File: config.mk
export PLATFORM = sky130hd
export DESIGN_NAME = input_debounce
export DESIGN_NICKNAME = d
export VERILOG_FILES = /design/src/rtl/debounce_pkg.sv /design/src/rtl/sync_ff.sv /design/src/rtl/input_debounce.sv
export SDC_FILE = /design/constraint.sdc
export NUM_CORES = 1
export LEC_CHECK = 0
export CAP_MARGIN = 20
export CORE_AREA = 2 2 39 41
export CTS_BUF_LIST = sky130_fd_sc_hd__clkbuf_2 sky130_fd_sc_hd__clkbuf_4 sky130_fd_sc_hd__clkbuf_8
export DETAILED_ROUTE_END_ITERATION = 8
export DIE_AREA = 0 0 41 43
export GPL_TIMING_DRIVEN = 0
export PLACE_DENSITY = 0.55
export SLEW_MARGIN = 10
export SYNTH_ARGS = -nofsm -noshare
export SYNTH_HDL_FRONTEND = slang
export SYNTH_SLANG_ARGS = --single-unit
File: constraint.sdc
create_clock -name clk -period 3.05 [get_ports clk]
set_input_delay 0.61 -clock clk [delete_from_list [all_inputs] [get_ports clk]]
set_output_delay 0.61 -clock clk [all_outputs]
set_load 0.005 [all_outputs]
File: src/rtl/debounce_pkg.sv
// Shared types and defaults for the input debounce block.
// State encoding for the debounce FSM plus default sizing constants.
package debounce_pkg;

  typedef enum logic [1:0] {
    S_LO      = 2'd0,
    S_WAIT_HI = 2'd1,
    S_HI      = 2'd2,
    S_WAIT_LO = 2'd3
  } state_t;

  localparam int SYNC_STAGES_DEF = 2;
  localparam int DEB_CYCLES_DEF  = 4;

endpackage

File: src/rtl/sync_ff.sv
// Multi-flop synchronizer bringing an asynchronous bit into clk.
// Reset clears the whole chain so the first sample after release is 0.
module sync_ff
  import debounce_pkg::*;
#(
  parameter int STAGES = SYNC_STAGES_DEF
) (
  input  logic clk,
  input  logic rst,
  input  logic d,
  output logic q
);

  logic [STAGES-1:0] r_chain;

  always_ff @(posedge clk) begin
    if (rst) begin
      r_chain <= '0;
    end else begin
      r_chain <= {r_chain[STAGES-2:0], d};
    end
  end

  assign q = r_chain[STAGES-1];

endmodule

File: src/rtl/input_debounce.sv
// Synchronize, debounce and edge-detect a raw 1-bit input.
// Define DEBOUNCE_GLITCH_CNT_EN to add the glitch_cnt port and counter.
module input_debounce
  import debounce_pkg::*;
#(
  parameter int SYNC_STAGES = SYNC_STAGES_DEF,
  parameter int DEB_CYCLES  = DEB_CYCLES_DEF
`ifdef DEBOUNCE_GLITCH_CNT_EN
  ,
  parameter int GLITCH_W    = 8
`endif
) (
  input  logic clk,
  input  logic rst,
  input  logic in_raw,
  output logic out_level,
  output logic rise,
  output logic fall,
  output logic busy
`ifdef DEBOUNCE_GLITCH_CNT_EN
  ,
  output logic [GLITCH_W-1:0] glitch_cnt
`endif
);

  localparam int CNT_W = $clog2(DEB_CYCLES + 1);
  localparam logic [CNT_W-1:0] CNT_LAST =
    CNT_W'(DEB_CYCLES - 1);
  localparam logic [CNT_W-1:0] CNT_ONE = CNT_W'(1);

  logic             w_s;
  state_t           r_state;
  logic [CNT_W-1:0] r_cnt;
  logic             r_level;
  logic             r_rise;
  logic             r_fall;

  sync_ff #(
    .STAGES(SYNC_STAGES)
  ) u_sync (
    .clk(clk),
    .rst(rst),
    .d  (in_raw),
    .q  (w_s)
  );

  // cnt tracks agreeing samples of a candidate; it stops at CNT_LAST
  always_ff @(posedge clk) begin
    if (rst) begin
      r_state <= S_LO;
      r_cnt   <= '0;
      r_level <= 1'b0;
      r_rise  <= 1'b0;
      r_fall  <= 1'b0;
    end else begin
      r_rise <= 1'b0;
      r_fall <= 1'b0;
      unique case (r_state)
        S_LO: begin
          if (w_s) begin
            if (DEB_CYCLES == 1) begin
              r_state <= S_HI;
              r_level <= 1'b1;
              r_rise  <= 1'b1;
              r_cnt   <= '0;
            end else begin
              r_state <= S_WAIT_HI;
              r_cnt   <= CNT_ONE;
            end
          end
        end
        S_WAIT_HI: begin
          if (!w_s) begin
            r_state <= S_LO;
            r_cnt   <= '0;
          end else if (r_cnt == CNT_LAST) begin
            r_state <= S_HI;
            r_level <= 1'b1;
            r_rise  <= 1'b1;
            r_cnt   <= '0;
          end else begin
            r_cnt <= r_cnt + CNT_ONE;
          end
        end
        S_HI: begin
          if (!w_s) begin
            if (DEB_CYCLES == 1) begin
              r_state <= S_LO;
              r_level <= 1'b0;
              r_fall  <= 1'b1;
              r_cnt   <= '0;
            end else begin
              r_state <= S_WAIT_LO;
              r_cnt   <= CNT_ONE;
            end
          end
        end
        S_WAIT_LO: begin
          if (w_s) begin
            r_state <= S_HI;
            r_cnt   <= '0;
          end else if (r_cnt == CNT_LAST) begin
            r_state <= S_LO;
            r_level <= 1'b0;
            r_fall  <= 1'b1;
            r_cnt   <= '0;
          end else begin
            r_cnt <= r_cnt + CNT_ONE;
          end
        end
      endcase
    end
  end

  assign out_level = r_level;
  assign rise      = r_rise;
  assign fall      = r_fall;
  assign busy      = (r_state == S_WAIT_HI) ||
                     (r_state == S_WAIT_LO);

`ifdef DEBOUNCE_GLITCH_CNT_EN
  logic                w_glitch;
  logic [GLITCH_W-1:0] r_glitch;

  // a wait state falling back to its stable state is a rejected glitch
  assign w_glitch = ((r_state == S_WAIT_HI) && !w_s) ||
                    ((r_state == S_WAIT_LO) &&  w_s);

  always_ff @(posedge clk) begin
    if (rst) begin
      r_glitch <= '0;
    end else if (w_glitch && (r_glitch != '1)) begin
      r_glitch <= r_glitch + GLITCH_W'(1);
    end
  end

  assign glitch_cnt = r_glitch;
`endif

endmodule

==> summary.md, run 1 <==
| Metric | Value |
|---|---|
| Most frequent cells in the layout | sky130_fd_sc_hd__dfxtp_1 (10), sky130_fd_sc_hd__clkdlybuf4s50_1 (6), sky130_fd_sc_hd__a21oi_1 (3), sky130_fd_sc_hd__clkbuf_4 (3) |
| Worst clock skew | 0.000877 ns |
| Maximum number of pins on one net before global-route repair | 11 |
| Instance count of the mapped netlist | 38 |
| Path type of the worst setup path | reg -> out |
| Proportion of synthesized chip area in sequential cells | 0.485 |
| CTS tree | built |
| Core region area | 1380 µm² |
| Largest cells by area after synthesis | sky130_fd_sc_hd__dfxtp_1 (48%), sky130_fd_sc_hd__nor4b_1 (4.2%), sky130_fd_sc_hd__xor2_2 (3.9%) |
| N_diodes | 0 |
| Die outline width | roughly 41 µm |
| Number of buffers inserted during clock tree synthesis | 3 |
| Average wire per cell in the routed design | approximately 11 µm |
| Post-Syn Nets | 42 |
| Max VDD drop | between 300 and 400 µV |
| Level count of the clock H-tree | 1 |
| Dominant cell type by area after synthesis | sky130_fd_sc_hd__dfxtp_1 |
| Number of ports placed on the die boundary | 7 |
| Filler cells | 141 |
| Number of nets in the layout | 53 |
| Starting density of the core | 0.298 |
| Vias after detailed routing | 291 |
| Post-CTS resize count | 0 |
| Number of core rows | 14 |
| Drt pass-1 iters | 2 |
| Leak pwr | between 0.15 and 0.2 nW |
| Data arrival at the endpoint of the critical path | roughly 1.3 ns |
| Register bit count reported by yosys | 10 |
| Total GRT Usage | 0.112 |
| Post-CTS Hold Buffers | 0 |
| GRT Residual Overflow | 0 |
| Hold path startpoint | u_sync.r_chain[0]$_SDFF_PP0_ |
| Antenna Nets Post-Route | 0 |
| Power Dens Cells | 533 nW/µm² |
| Slew @ Worst Pin | approximately 0.48 ns |
| Ratio of final minimum period to clock period | 0.635 |
| Max-capacitance violation count | 0 |
| Startpoint type of the worst setup path | flip-flop |
| Vertical die dimension | 43 µm |
| Layout cells sized above 1 | 0.208 |
| Status | completed |
| Accumulated negative setup slack | 0 ns |
| Critical Path Max Stage Delay | 0.49 ns |
| Worst slew margin relative to its limit | 0.681 |
| Number of setup violations in the final report | 0 |
| Summed area of non-filler cells in the final layout | 529 µm² |
| Worst setup slack for register-to-register paths | 1.82 ns |
| Worst hold path cell count | 1 |
| Number of max-slew violations in the final report | 0 |
| Count of buffers added by post-CTS timing repair for setup | 0 |
| Endpoint of the worst register-to-register path | r_cnt[2]$_SDFFE_PP0P_ |
| Mapped Avg Cell Area | 10.9 µm² |
| Beginning of the critical path | r_state[0]$_SDFFE_PP0P_ |
| Depth of the worst register-to-register path | 3 |
| First-iteration detailed-routing DRC count | 2 |
| Max stage delay cell, worst path | sky130_fd_sc_hd__clkdlybuf4s50_1 |
| Commonest non-fill, non-tap cell in the layout | sky130_fd_sc_hd__dfxtp_1 |
| Area of the die | approximately 1800 µm² |
| Global-route wire length before repair | 1.21 mm |
| Post-synthesis cell area | 413 µm² |
| Data required time at the worst endpoint | 2.44 ns |
| Post-synthesis to final-layout area growth | 28.2% |
| Clock latency at the later pin of the worst-skew pair | 0.27 ns |
| Final count of hold timing violations | 0 |
| Final Wtd Congestion | 0.663 |
| Count of input and output buffers | 6 |
| Category of the worst setup path capture point | output port |
| Class of the tightest hold or removal check | reg -> reg |
| Count of unresolved DRC violations after routing | 0 |
| Clk buf depth | 2 |
| Num Clock Sinks | 10 |
| Clock Pin Slew Worst Setup and Hold Paths | 0.07 ns |
| Max Fclk | about 520 MHz |
| Share of Yosys cell area claimed by the top area cell type | 0.485 |
| Min-Delay Endpoint | u_sync.r_chain[1]$_SDFF_PP0_ |
| Yosys cell types | 22 |
| Yosys warns | 0 |
| Cell area after placement | just under 500 µm² |
| Number of antenna violations at the first check in global routing | 0 |
| Via density | between 4 and 5 |
| Worst path cell trace | clkbuf_1, clkdlybuf4s50_1 |
| Via count of the first global-routing pass | 292 |
| Buffer cell driving the clock tree root | sky130_fd_sc_hd__clkbuf_4 |
| Crit path max fanout | 8 |
| Final min period | 1.94 ns |
| Unrepaired setup endpoints after global routing | no |
| Total wirelength of the detailed-routed design | 681 µm |
## metal layers
layer,vias to the layer above,share of wire,global-route usage
li1,151,-,-
met1,131,0.48,0.111
met2,7,0.43,0.156
met3,2,0.065,0.0942
met4,0,0.018,0.0600
met5,-,0,0
## report_power, final
| group | switching (mW) | internal (mW) | leakage, nW |
|---|---|---|---|
| Clock | 0.0482 | 0.0725 | 0.0210 |
| Sequential | 0.00322 | 0.135 | 0.0814 |
| Combinational | 0.00896 | 0.0140 | 0.0885 |
## worst max-delay path by stage
stage / end / slack (ns)
global placement: out_level$_SDFFE_PP0P_ / 1.28
detailed placement: out_level$_SDFFE_PP0P_ / 1.27
floorplan: r_cnt[0]$_SDFFE_PP0P_ / 1.83
global route: busy / 1.02
finish: busy / 1.11
CTS: busy / 1.09
## worst max-delay path, delay by kind of cell, from the launching register on
family | cells | cell delay, ns
flops | 1 | 0.45
buf+inv | 2 | 0.61
## Yosys cell counts
| cell | n |
|---|---|
| sky130_fd_sc_hd__xnor2_1 | 1 |
| sky130_fd_sc_hd__mux2_4 | 1 |
| sky130_fd_sc_hd__a2111oi_2 | 1 |
| sky130_fd_sc_hd__o21ai_0 | 1 |
| sky130_fd_sc_hd__buf_6 | 1 |
| sky130_fd_sc_hd__or2_2 | 1 |
| sky130_fd_sc_hd__nand2_1 | 2 |
| sky130_fd_sc_hd__nor2b_1 | 2 |
| sky130_fd_sc_hd__nand3b_1 | 2 |
| sky130_fd_sc_hd__nor4b_1 | 2 |
| sky130_fd_sc_hd__nor3_1 | 1 |
| sky130_fd_sc_hd__a21oi_1 | 3 |
| sky130_fd_sc_hd__o22ai_1 | 1 |
| sky130_fd_sc_hd__nor2_1 | 1 |
| sky130_fd_sc_hd__ha_1 | 1 |
| sky130_fd_sc_hd__dfxtp_1 | 10 |
| sky130_fd_sc_hd__nor3b_2 | 1 |
| sky130_fd_sc_hd__xor2_2 | 1 |
| sky130_fd_sc_hd__clkbuf_1 | 2 |
| sky130_fd_sc_hd__nand3_1 | 1 |
| sky130_fd_sc_hd__nand2b_1 | 1 |
| sky130_fd_sc_hd__and3b_1 | 1 |
## through the flow
stage	hold slack (ns)	setup slack, ns	utilization	std cells	total power [mW]
after global routing	0.464	1.02	0.382	64	0.300
after floorplan	0.414	1.83	-	38	0.155
after global placement	0.428	1.28	0.356	60	0.164
after detailed placement	0.439	1.27	0.356	60	0.165
after CTS	0.455	1.09	0.382	64	0.289
final	0.443	1.11	0.382	64	0.282
## state kept, by name, indices dropped and copies added, names as in the netlist, named ones only
signal and flops:
fall 1, out_level 1, r_cnt 3, r_state 1, rise 1, u_sync.r_chain 2
## kinds of logic after synthesis
kind of cell    share of synthesized area
simple gates                        0.242
mux                                0.0364
compound gates                      0.100
xor+xnor                           0.0606
buf+inv                            0.0455
flops                               0.485
fa+ha+maj                          0.0303
## area by class of cell
type	count	area [µm²]	area share
Timing Repair Buffer	6	60.1	0.113
Tap cell	16	20.0	0.0378
Clock buffer	4	36.3	0.0686
Multi-Input combinational cell	25	194	0.366
Buffer	3	18.8	0.0355
Sequential cell	10	200	0.378
Note: power is estimated with default switching activity, not from simulation.
==> run 2: changes to the inputs <==
- PLACE_DENSITY: 0.55 -> 0.57
- clock period: 3.05 -> 1.7 ns (I/O delays scaled with it)
==> run 2 against run 1 <==
  * Sequential share of layout area is 1.2 points higher
  * Worst setup slack worse by 0.98 ns
  * Critical path depth stayed put
  * Highest routed layer is now met3
  * First-iteration DRC count is 50% higher
  * Cell count is 1.6% lower
  * Clock skew is 0.010 ns higher
  * Hold slack worse by 0.0026 ns
  * Global-route usage is 2.2 points lower
  * Sequential cell count stayed put
  * Combinational power is 78% higher
  * Non-clock buffer count stayed put
  * Total power is 58% higher
==> summary.md, run 2 (same netlist as run 1, synthesis figures left out) <==
| Metric | Value |
|---|---|
| Area of the die | 1760 µm² (unchanged) |
| Layout cells sized above 1 | 0.213 (was 0.208) |
| Total GRT Usage | 0.0900 (was 0.112) |
| Via density | 4.57 (was 4.55) |
| Ratio of final minimum period to clock period | 0.922 |
| Commonest non-fill, non-tap cell in the layout | sky130_fd_sc_hd__dfxtp_1 (unchanged) |
| Number of core rows | 14 (unchanged) |
| Final count of hold timing violations | 0 (unchanged) |
| Maximum number of pins on one net before global-route repair | 11 (unchanged) |
| Class of the tightest hold or removal check | reg -> reg (unchanged) |
| Number of flip-flops under the largest register name | 3 (unchanged) |
| Vertical die dimension | 43 µm (unchanged) |
| Worst slew margin relative to its limit | 0.695 (was 0.681) |
| Final min period | 1.57 ns |
| Number of placed instances, taps included | 60 (unchanged) |
| Number of ports placed on the die boundary | 7 (unchanged) |
| Area of the multi-input gates | 194 µm² (unchanged) |
| GRT Residual Overflow | 0 (unchanged) |
| Global-route wire length before repair | 1.01 mm (was 1.21 mm) |
| Num Clock Sinks | 10 (unchanged) |
| Clock latency at the later pin of the worst-skew pair | 0.26 ns (was 0.27 ns) |
| Endpoint of the worst register-to-register path | r_cnt[2]$_SDFFE_PP0P_ (unchanged) |
| Startpoint type of the worst setup path | flip-flop (unchanged) |
| Drt pass-1 iters | 2 (unchanged) |
| Max-capacitance violation count | 0 (unchanged) |
| Antenna Nets Post-Route | 0 (unchanged) |
| Slew @ Worst Pin | 0.457 ns (was 0.479 ns) |
| Number of antenna violations at the first check in global routing | 0 (unchanged) |
| Register with the highest flop count | r_cnt (unchanged) |
| Via count of the first global-routing pass | 259 (was 292) |
| Leak pwr | 0.184 nW (was 0.191 nW) |
| Count of unresolved DRC violations after routing | 0 (unchanged) |
| Count of input and output buffers | 6 (unchanged) |
| Post-layout instance count excluding filler cells | 63 (was 64) |
| Die outline width | 41 µm (unchanged) |
| Most frequent cells in the layout | sky130_fd_sc_hd__dfxtp_1 (9), sky130_fd_sc_hd__clkdlybuf4s50_1 (6), sky130_fd_sc_hd__a21oi_1 (3), sky130_fd_sc_hd__clkbuf_4 (3) (was sky130_fd_sc_hd__dfxtp_1 (10), sky130_fd_sc_hd__clkdlybuf4s50_1 (6), sky130_fd_sc_hd__a21oi_1 (3), sky130_fd_sc_hd__clkbuf_4 (3)) |
| Number of max-slew violations in the final report | 0 (unchanged) |
| Worst hold path cell count | 1 (unchanged) |
| Post-CTS Hold Buffers | 0 (unchanged) |
| Worst hold margin | 0.441 ns (was 0.443 ns) |
| Min-Delay Endpoint | u_sync.r_chain[1]$_SDFF_PP0_ (unchanged) |
| Starting density of the core | 0.298 (unchanged) |
| Flip-flop and latch area | 201 µm² (was 200 µm²) |
| Clk buf depth | 2 (unchanged) |
| Worst setup slack for register-to-register paths | 0.48 ns (was 1.82 ns) |
| Category of the worst setup path capture point | output port (unchanged) |
| Post-synthesis to final-layout area growth | 25.2% (was 28.2%) |
| Worst clock skew | 0.0110 ns (was 0.000877 ns) |
| Number of buffers inserted during clock tree synthesis | 3 (unchanged) |
| Total wirelength of the detailed-routed design | 619 µm (was 681 µm) |
| Core region area | 1380 µm² (unchanged) |
| Count of buffers added by post-CTS timing repair for setup | 0 (unchanged) |
| Buffer cell driving the clock tree root | sky130_fd_sc_hd__clkbuf_4 (unchanged) |
| N_diodes | 0 (unchanged) |
| First-iteration detailed-routing DRC count | 3 (was 2) |
| Clock Pin Slew Worst Setup and Hold Paths | 0.06 ns (was 0.07 ns) |
| Filler cells | 147 (was 141) |
| Unrepaired setup endpoints after global routing | no (unchanged) |
| Number of setup violations in the final report | 0 (unchanged) |
| Crit path max fanout | 8 (unchanged) |
| Level count of the clock H-tree | 1 (unchanged) |
| Post-CTS resize count | 0 (unchanged) |
| Max Fclk | ~640 MHz |
| Max VDD drop | 408 µV (was 359 µV) |
| Status | completed (unchanged) |
| Number of nets in the layout | 53 (unchanged) |
| CTS tree | built (unchanged) |
| Data arrival at the endpoint of the critical path | 1.23 ns (was 1.33 ns) |
| Power Dens Cells | 862 nW/µm² (was 533 nW/µm²) |
| Vias after detailed routing | 288 (was 291) |
| Accumulated negative setup slack | 0 ns (unchanged) |
| Final Wtd Congestion | 0.623 (was 0.663) |
| Data required time at the worst endpoint | 1.36 ns (was 2.44 ns) |
| Biggest registers after layout | r_cnt: 3 flops, u_sync.r_chain: 2 flops (unchanged) |
| Depth of the worst register-to-register path | 3 (unchanged) |
| Hold path startpoint | u_sync.r_chain[0]$_SDFF_PP0_ (unchanged) |
| Average wire per cell in the routed design | 9.83 µm (was 10.6 µm) |
| Path type of the worst setup path | reg -> out (unchanged) |
==> run 2: layer usage <==
layer / wire (µm) / global-route usage
met1: 309 / 0.115
met2: 283 / 0.113
met3: 25 / 0.0471
met4: 0 / 0.0600
met5: 0 / 0
==> run 2: critical path, cell delays in order (launching register included) <==
cell	delay [ns]
sky130_fd_sc_hd__dfxtp_2	0.39
sky130_fd_sc_hd__clkbuf_1	0.10
sky130_fd_sc_hd__clkdlybuf4s50_1	0.49
==> run 2: worst max path at each step <==
stage,start,to,slack (ns),depth (start not counted)
floorplan,flip-flop,r_cnt[2]$_SDFFE_PP0P_,0.57,3
global placement,rst,out_level$_SDFFE_PP0P_,0.21,3
detailed placement,rst,out_level$_SDFFE_PP0P_,0.21,3
CTS,r_state[0]$_SDFFE_PP0P_,busy,0.04,2
global route,r_state[0]$_SDFFE_PP0P_,busy,0.05,2
finish,r_state[0]$_SDFFE_PP0P_,busy,0.13,2
==> run 2: through the flow <==
| step | worst slack [ns] | power, mW | cell area (µm²) | util |
|---|---|---|---|---|
| finish | 0.133 | 0.445 | 517 | 0.373 |
| global route | 0.0533 | 0.469 | 517 | 0.373 |
| CTS | 0.0405 | 0.452 | 515 | 0.373 |
| detailed placement | 0.215 | 0.295 | 493 | 0.356 |
| global placement | 0.209 | 0.294 | 493 | 0.356 |
| floorplan | 0.568 | 0.277 | 413 | - |
==> run 2: area by class of cell <==
| cell class | instances | area share |
|---|---|---|
| tap | 16 | 0.0387 |
| clock buffer | 3 | 0.0436 |
| timing repair buffer | 6 | 0.116 |
| multi-input combinational | 25 | 0.375 |
| buffer | 3 | 0.0363 |
| sequential | 10 | 0.390 |
==> run 2: report_power, final <==
part,switching [mW],internal (mW)
clock network,0.0746,0.0813
registers,0.00578,0.243
logic,0.0156,0.0252
